===== config.mk =====
export PLATFORM = sky130hd
export DESIGN_NAME = mem_rd_arbiter_flat
export DESIGN_NICKNAME = d
export VERILOG_FILES = /design/src/rtl/mem_rd_arbiter_pkg.sv /design/src/rtl/mem_rd_arbiter_if.sv /design/src/rtl/mem_rd_arbiter_rr_arb2.sv /design/src/rtl/mem_rd_arbiter.sv /design/src/flat_wrapper.sv
export SDC_FILE = /design/constraint.sdc
export NUM_CORES = 1
export LEC_CHECK = 0
export ABC_AREA = 1
export BUFFER_PORTS_ARGS = -buffer_cell sky130_fd_sc_hd__buf_2
export CAP_MARGIN = 20
export CORE_AREA = 2 2 97 99
export CTS_CLUSTER_SIZE = 28
export DETAILED_ROUTE_END_ITERATION = 8
export DIE_AREA = 0 0 99 101
export PLACE_DENSITY = 0.76
export SLEW_MARGIN = 5
export SYNTH_ARGS = -nofsm -noshare
export SYNTH_HDL_FRONTEND = slang
export SYNTH_SLANG_ARGS = --single-unit

===== constraint.sdc =====
create_clock -name clk -period 1.8 [get_ports clk]
set_input_delay 0.18 -clock clk [delete_from_list [all_inputs] [get_ports clk]]
set_output_delay 0.18 -clock clk [all_outputs]
set_load 0.01 [all_outputs]

===== src/rtl/mem_rd_arbiter_pkg.sv =====
// Shared definitions for the memory read arbiter: read-type encoding,
// AXI burst constant, requester indices and a line-alignment helper.
package mem_rd_arbiter_pkg;

  typedef enum logic [2:0] {
    RD_BYTE = 3'd0,
    RD_HALF = 3'd1,
    RD_WORD = 3'd2,
    RD_LINE = 3'd4
  } rd_type_t;

  localparam logic [1:0] AXI_BURST_INCR = 2'b01;

  // Requester indices used by the round-robin arbiter and its rr_last state
  localparam logic REQ_IC = 1'b0;
  localparam logic REQ_DC = 1'b1;

  // Clears the byte-offset-within-line bits of an address
  function automatic logic [31:0] line_align(input logic [31:0] addr, input int line_bytes);
    return addr & ~(32'(line_bytes) - 32'd1);
  endfunction

endpackage


===== src/rtl/mem_rd_arbiter_if.sv =====
// AXI read-channel bundle (AR + R) between the arbiter (master) and the
// AXI bridge (slave).
//
// Handshake rules: an AR transfer happens on a cycle where arvalid and
// arready are both 1; arvalid, once raised, stays 1 with a stable payload
// until that cycle. An R beat transfers on a cycle where rvalid and rready
// are both 1; the arbiter keeps rready at 1 so every beat is consumed.
interface mem_rd_arbiter_if;
  logic [3:0]  arid;
  logic [31:0] araddr;
  logic [7:0]  arlen;
  logic [2:0]  arsize;
  logic [1:0]  arburst;
  logic        arvalid;
  logic        arready;
  logic [3:0]  rid;
  logic [31:0] rdata;
  logic [1:0]  rresp;
  logic        rlast;
  logic        rvalid;
  logic        rready;

  modport master (
    output arid, araddr, arlen, arsize, arburst, arvalid, rready,
    input  arready, rid, rdata, rresp, rlast, rvalid
  );

  modport slave (
    input  arid, araddr, arlen, arsize, arburst, arvalid, rready,
    output arready, rid, rdata, rresp, rlast, rvalid
  );
endinterface


===== src/rtl/mem_rd_arbiter_rr_arb2.sv =====
// Two-input round-robin grant. rr_last remembers which requester was
// accepted most recently; on a tie the other one wins.
module mem_rd_arbiter_rr_arb2
  import mem_rd_arbiter_pkg::*;
(
  input  logic       clk,
  input  logic       reset,
  input  logic [1:0] req,
  input  logic       accept,
  output logic [1:0] grant
);

  logic rr_last;

  // One-hot grant: a lone requester wins, a tie goes to the one not in rr_last
  always_comb begin
    grant = req;
    if (req[0] && req[1]) begin
      grant = (rr_last == REQ_IC) ? 2'b10 : 2'b01;
    end
  end

  // Remember the winner of every accepted request; reset favours dcache first
  always_ff @(posedge clk) begin
    if (reset) begin
      rr_last <= REQ_IC;
    end else if (accept) begin
      rr_last <= grant[1] ? REQ_DC : REQ_IC;
    end
  end

endmodule


===== src/rtl/mem_rd_arbiter.sv =====
// Shares one AXI read channel between the icache and dcache read ports.
// One AR request is registered at a time and tagged with a per-requester
// ARID; R beats are routed back by RID. Each requester may have at most one
// read outstanding. Optional wait-cycle counters are compiled in when
// MEM_RD_ARB_PERF_EN is defined.
module mem_rd_arbiter
  import mem_rd_arbiter_pkg::*;
#(
  parameter int         LINE_WORDS = 4,
  parameter logic [3:0] IC_ID      = 4'd0,
  parameter logic [3:0] DC_ID      = 4'd1
) (
  input  logic        clk,
  input  logic        reset,
  input  logic        ic_rd_req,
  input  logic [2:0]  ic_rd_type,
  input  logic [31:0] ic_rd_addr,
  output logic        ic_rd_rdy,
  output logic        ic_ret_valid,
  output logic        ic_ret_last,
  output logic [31:0] ic_ret_data,
  input  logic        dc_rd_req,
  input  logic [2:0]  dc_rd_type,
  input  logic [31:0] dc_rd_addr,
  output logic        dc_rd_rdy,
  output logic        dc_ret_valid,
  output logic        dc_ret_last,
  output logic [31:0] dc_ret_data,
  mem_rd_arbiter_if.master axi,
`ifdef MEM_RD_ARB_PERF_EN
  output logic [31:0] perf_ic_wait,
  output logic [31:0] perf_dc_wait,
`endif
  output logic        ar_state
);

  localparam logic [0:0] AR_IDLE = 1'b0;
  localparam logic [0:0] AR_SEND = 1'b1;
  localparam int LINE_BYTES = LINE_WORDS * 4;

  logic [0:0]  state;
  logic        ic_out, dc_out;
  logic [1:0]  elig, grant;
  logic        accept, ar_hs, ic_hit, dc_hit;
  logic        sel_dc, sel_line;
  logic [2:0]  sel_type;
  logic [31:0] sel_addr;
  logic [3:0]  sel_id;
  logic [3:0]  ar_id;
  logic [31:0] ar_addr;
  logic [7:0]  ar_len;
  logic [2:0]  ar_size;
  logic [1:0]  ar_burst;
  logic        unused_rresp;

  // Only AR_IDLE accepts, which also keeps the owner of a pending AR out
  assign elig[0] = (state == AR_IDLE) && ic_rd_req && !ic_out;
  assign elig[1] = (state == AR_IDLE) && dc_rd_req && !dc_out;

  mem_rd_arbiter_rr_arb2 u_rr (
    .clk    (clk),
    .reset  (reset),
    .req    (elig),
    .accept (accept),
    .grant  (grant)
  );

  assign ic_rd_rdy = grant[0];
  assign dc_rd_rdy = grant[1];
  assign accept    = |grant;
  assign ar_hs     = (state == AR_SEND) && axi.arready;
  assign ar_state  = state;

  // Pick the granted requester's request fields for the AR payload
  always_comb begin
    sel_dc   = grant[1];
    sel_type = sel_dc ? dc_rd_type : ic_rd_type;
    sel_addr = sel_dc ? dc_rd_addr : ic_rd_addr;
    sel_id   = sel_dc ? DC_ID : IC_ID;
    sel_line = (sel_type == 3'(RD_LINE));
  end

  // AR FSM: capture the payload on acceptance, hold it until arready
  always_ff @(posedge clk) begin
    if (reset) begin
      state    <= AR_IDLE;
      ar_id    <= '0;
      ar_addr  <= '0;
      ar_len   <= '0;
      ar_size  <= '0;
      ar_burst <= '0;
    end else begin
      case (state)
        AR_IDLE: begin
          if (accept) begin
            state    <= AR_SEND;
            ar_id    <= sel_id;
            ar_addr  <= sel_line ? line_align(sel_addr, LINE_BYTES) : sel_addr;
            ar_len   <= sel_line ? 8'(LINE_WORDS - 1) : 8'd0;
            ar_size  <= sel_line ? 3'd2 : {1'b0, sel_type[1:0]};
            ar_burst <= AXI_BURST_INCR;
          end
        end
        default: begin
          if (axi.arready) state <= AR_IDLE;
        end
      endcase
    end
  end

  assign axi.arid    = ar_id;
  assign axi.araddr  = ar_addr;
  assign axi.arlen   = ar_len;
  assign axi.arsize  = ar_size;
  assign axi.arburst = ar_burst;
  assign axi.arvalid = (state == AR_SEND);
  assign axi.rready  = 1'b1;

  // Per-beat routing by RID; beats with any other RID are dropped
  assign ic_hit       = axi.rvalid && (axi.rid == IC_ID);
  assign dc_hit       = axi.rvalid && (axi.rid == DC_ID);
  assign ic_ret_valid = ic_hit;
  assign ic_ret_last  = ic_hit && axi.rlast;
  assign ic_ret_data  = axi.rdata;
  assign dc_ret_valid = dc_hit;
  assign dc_ret_last  = dc_hit && axi.rlast;
  assign dc_ret_data  = axi.rdata;

  // Error responses are handled by the bridge, not here
  assign unused_rresp = ^axi.rresp;

  // Outstanding flags: set when the AR is handed off, cleared by the last beat
  always_ff @(posedge clk) begin
    if (reset) begin
      ic_out <= 1'b0;
      dc_out <= 1'b0;
    end else begin
      if (ic_hit && axi.rlast) ic_out <= 1'b0;
      if (dc_hit && axi.rlast) dc_out <= 1'b0;
      if (ar_hs && (ar_id == IC_ID)) ic_out <= 1'b1;
      if (ar_hs && (ar_id == DC_ID)) dc_out <= 1'b1;
    end
  end

`ifdef MEM_RD_ARB_PERF_EN
  // Saturating counts of cycles a requester is asking but not accepted
  always_ff @(posedge clk) begin
    if (reset) begin
      perf_ic_wait <= '0;
      perf_dc_wait <= '0;
    end else begin
      if (ic_rd_req && !ic_rd_rdy && (perf_ic_wait != '1)) perf_ic_wait <= perf_ic_wait + 32'd1;
      if (dc_rd_req && !dc_rd_rdy && (perf_dc_wait != '1)) perf_dc_wait <= perf_dc_wait + 32'd1;
    end
  end
`endif

endmodule

===== src/flat_wrapper.sv =====
// flat-port wrapper written by rule: the top's interface ports become plain ports
module mem_rd_arbiter_flat import mem_rd_arbiter_pkg::*;
#(
  parameter int         LINE_WORDS = 4,
  parameter logic [3:0] IC_ID      = 4'd0,
  parameter logic [3:0] DC_ID      = 4'd1
)
  (clk, reset, ic_rd_req, ic_rd_type, ic_rd_addr, ic_rd_rdy, ic_ret_valid, ic_ret_last, ic_ret_data, dc_rd_req, dc_rd_type, dc_rd_addr, dc_rd_rdy, dc_ret_valid, dc_ret_last, dc_ret_data, ar_state, axi_arid, axi_araddr, axi_arlen, axi_arsize, axi_arburst, axi_arvalid, axi_rready, axi_arready, axi_rid, axi_rdata, axi_rresp, axi_rlast, axi_rvalid);
  mem_rd_arbiter_if axi_i ();
  input  logic clk;
  input  logic reset;
  input  logic ic_rd_req;
  input  logic [2:0] ic_rd_type;
  input  logic [31:0] ic_rd_addr;
  output logic ic_rd_rdy;
  output logic ic_ret_valid;
  output logic ic_ret_last;
  output logic [31:0] ic_ret_data;
  input  logic dc_rd_req;
  input  logic [2:0] dc_rd_type;
  input  logic [31:0] dc_rd_addr;
  output logic dc_rd_rdy;
  output logic dc_ret_valid;
  output logic dc_ret_last;
  output logic [31:0] dc_ret_data;
  output logic ar_state;
  output wire logic [$bits(axi_i.arid)-1:0] axi_arid;
  output wire logic [$bits(axi_i.araddr)-1:0] axi_araddr;
  output wire logic [$bits(axi_i.arlen)-1:0] axi_arlen;
  output wire logic [$bits(axi_i.arsize)-1:0] axi_arsize;
  output wire logic [$bits(axi_i.arburst)-1:0] axi_arburst;
  output wire logic [$bits(axi_i.arvalid)-1:0] axi_arvalid;
  output wire logic [$bits(axi_i.rready)-1:0] axi_rready;
  input wire logic [$bits(axi_i.arready)-1:0] axi_arready;
  input wire logic [$bits(axi_i.rid)-1:0] axi_rid;
  input wire logic [$bits(axi_i.rdata)-1:0] axi_rdata;
  input wire logic [$bits(axi_i.rresp)-1:0] axi_rresp;
  input wire logic [$bits(axi_i.rlast)-1:0] axi_rlast;
  input wire logic [$bits(axi_i.rvalid)-1:0] axi_rvalid;
  assign axi_arid = axi_i.arid;
  assign axi_araddr = axi_i.araddr;
  assign axi_arlen = axi_i.arlen;
  assign axi_arsize = axi_i.arsize;
  assign axi_arburst = axi_i.arburst;
  assign axi_arvalid = axi_i.arvalid;
  assign axi_rready = axi_i.rready;
  assign axi_i.arready = axi_arready;
  assign axi_i.rid = axi_rid;
  assign axi_i.rdata = axi_rdata;
  assign axi_i.rresp = axi_rresp;
  assign axi_i.rlast = axi_rlast;
  assign axi_i.rvalid = axi_rvalid;
  mem_rd_arbiter #(.LINE_WORDS(LINE_WORDS), .IC_ID(IC_ID), .DC_ID(DC_ID)) u_core (.clk(clk), .reset(reset), .ic_rd_req(ic_rd_req), .ic_rd_type(ic_rd_type), .ic_rd_addr(ic_rd_addr), .ic_rd_rdy(ic_rd_rdy), .ic_ret_valid(ic_ret_valid), .ic_ret_last(ic_ret_last), .ic_ret_data(ic_ret_data), .dc_rd_req(dc_rd_req), .dc_rd_type(dc_rd_type), .dc_rd_addr(dc_rd_addr), .dc_rd_rdy(dc_rd_rdy), .dc_ret_valid(dc_ret_valid), .dc_ret_last(dc_ret_last), .dc_ret_data(dc_ret_data), .axi(axi_i), .ar_state(ar_state));
endmodule

==> results.yml <==
run_status:
  outcome: "finished, final reports clean"
detailed_routing:
  drt_iter0_markers: 53
  drc_errors: 0
  antenna_left: 0
  first_pass_iters: 4
  via_count: 2302
  wl_per_cell_um: 12.3
  wl_um: 6490
  detail_route.vias_per_cell: 4.36
clock_network:
  clkLatencyLatePin_ns: 0.28
  cts_buffer_depth: 2
  postCtsSetupBuffers: 0
  cts_resized: 0
  cts-root-buf: "clkbuf_8"
  cts_hold_buf: 0
  cts_buffers: 5
  ctsHtreeMaxLevel: 2
  cts_num_sinks: 41
  cts_tree: "built"
  cts.clk_slew.worst_paths_ns: 0.07
layout:
  regArea_um2: 821
  area_growth_syn_to_layout_pct: 9.01
  nNetsFinal: 531
  multi_input_area_um2: 996
  post-route-util_pct: 31.7
  drive_gt1_share_pct: 37.2
  design_area_mm2: 0.00285
  diodes: 0
  fillCellCount: 971
place:
  dpl.hpwl_um: 5110
  gp_congestion: 0.749
  port_buffers: 126
  placed_area_mm2: 0.00275
critical_path:
  critPathKind: "register to primary output"
  cp_slowest_cell: "dfxtp_1"
  critPathArrivalTime_ns: 1.49
  cp_top_family: "simple AND/OR/NAND/NOR gates"
  cpPeakStageDelay_ns: 0.36
  end_kind: "primary output"
  critPathLaunchType: "register"
  worstPathMaxFanout: 33
  reg2reg_to: "u_core.axi.araddr[19]$_SDFFE_PP0P_"
  crit-reg2reg-launch: "u_core.ar_state$_SDFF_PP0_"
  path_cells: "nor2_1 > nand3_2 > nand2_8 > inv_8 > buf_2"
  crit_buf_inv: 2
  cp_data_required_time_ns: 1.62
  r2r_cells: 8
  reg2reg_slack_ns: 0.20
grt:
  antenna_found_initial: 0
  grt-ovfl-total: 0
  grt_usage_pct: 12.4
  grt_pass1_wl_um: 10100
  grt_max_degree: 34
  grt_pass1_vias: 2088
logic_synthesis:
  yosysWarnings: 0
  yosysTopAreaCellShare_pct: 31.4
  synthTopCellsByArea: "dfxtp_1, buf_4, nand2_1"
  ys_types: 26
  ys_seq_area_share_pct: 31.4
  yosysMostFrequentCell: "buf_4"
  async_flop_share_pct: 0
  synth_commonest_cells: "buf_4, nand2_1, dfxtp_1"
  synth_edf_count: 0
  syn_area_per_cell_um2: 7.21
  synth_area_leader_cell: "dfxtp_1"
  ys_ff_latch: 41
  synth_ff_type: "dfxtp_1"
  synth_area_mm2: 0.00261
  synth_cells: 362
die:
  start_util_pct: 29.1
  dieArea_mm2: 0.0100
  rows: 35
  core_mm2: 0.00898
  io_pins: 237
  die_h_um: 101
  die_w_um: 99
timing:
  final_max_slew_viol_count: 0
  fin_crit_ns: 1.67
  finalHoldViolCount: 0
  setup_viol: 0
  max_freq_mhz: 600
  fin_worst_skew_ns: 0.00391
  finalCritPeriodShare_pct: 92.5
power_and_ir_drop:
  p_leak_nw: 1.58
  finalPower_mw: 2.37
  peakVddDrop_v: 0.000359
  power_density_mw_per_mm2: 833
min_path:
  min_path_cells: 3
  holdCritPathClass: "primary input to register"
  min-delay-start: "dc_rd_addr[28]"
  min_to: "u_core.axi.araddr[28]$_SDFFE_PP0P_"
flow_run:
  cap_violations: 0
-- registers in the layout, indices dropped and copies added (netlist names) --
| register | count |
|---|---|
| u_core.axi.arid | 1 |
| u_core.axi.araddr | 32 |
| u_core.dc_out | 1 |
| u_core.ar_state | 1 |
| u_core.axi.arsize | 2 |
| u_core.axi.arlen | 1 |
| u_core.axi.arburst | 1 |
| u_core.ic_out | 1 |
| u_core.u_rr.rr_last | 1 |
-- worst max path at each step --
| stage | startpoint | endpoint | cells past startpoint |
|---|---|---|---|
| after floorplan | u_core.ar_state$_SDFF_PP0_ | u_core.axi.araddr[24]$_SDFFE_PP0P_ | 9 |
| after global placement | u_core.ar_state$_SDFF_PP0_ | u_core.axi.araddr[2]$_SDFFE_PP0P_ | 8 |
| after detailed placement | u_core.ar_state$_SDFF_PP0_ | u_core.axi.araddr[0]$_SDFFE_PP0P_ | 8 |
| after CTS | u_core.ar_state$_SDFF_PP0_ | dc_rd_rdy | 6 |
| after global routing | u_core.ar_state$_SDFF_PP0_ | dc_rd_rdy | 5 |
| final | u_core.ar_state$_SDFF_PP0_ | dc_rd_rdy | 5 |
-- metrics by stage --
step	std cells	hold slack, ns	setup TNS, ns	setup slack (ns)
detailed placement	520	0.360	0	0.185
global route	528	0.186	-0.000977	-0.000977
finish	528	0.171	0	0.134
floorplan	372	0.249	0	0.470
CTS	528	0.161	0	0.0285
global placement	520	0.360	0	0.239
-- cell type report --
class | instances | share of cell area (%)
Multi-Input combinational cell | 202 | 35.0
Sequential cell | 41 | 28.8
Timing Repair Buffer | 131 | 23.5
Inverter | 35 | 4.88
Tap cell | 111 | 4.88
Clock buffer | 6 | 2.55
Clock inverter | 2 | 0.352
-- power breakdown --
part           internal [mW]  switching [mW]
clock                  0.269           0.303
combinational          0.290           0.430
sequential              1.02          0.0590
total                   1.58           0.792
-- layer usage --
metal	global-route usage, %	share of wire (%)	vias to the layer above
li1	-	-	1165
met1	14.7	41	1010
met2	21.6	50	92
met3	2.50	6.9	35
met4	5.48	2.8	0
met5	0	0	-
-- cells by family (layout without fill, tap and decap cells) --
family / after synthesis / after routing / synth area share, %
AO/OA/AOI/OAI: 59 / 59 / 13.3
buffers and inverters: 129 / 174 / 32.2
flip-flops: 41 / 41 / 31.4
other: 2 / 12 / 0.288
AND/OR/NAND/NOR: 131 / 131 / 22.8
-- cell usage in the layout (no fill, tap or decap), types with 5 or more instances in the layout --
master,n
buf_2,126
nor2_1,19
a21oi_1,19
nor2_2,7
conb_1,12
o21ai_1,8
nand2_1,75
o21ai_0,11
clkbuf_8,5
nand3_1,22
o211ai_1,19
dfxtp_1,41
inv_1,30
buf_4,5
-- worst min-delay path: cells and delay by family --
family / cells / cell delay, ns
buffers and inverters: 1 / 0.07
AO/OA/AOI/OAI: 2 / 0.17
Note: power is estimated with default switching activity, not from simulation.
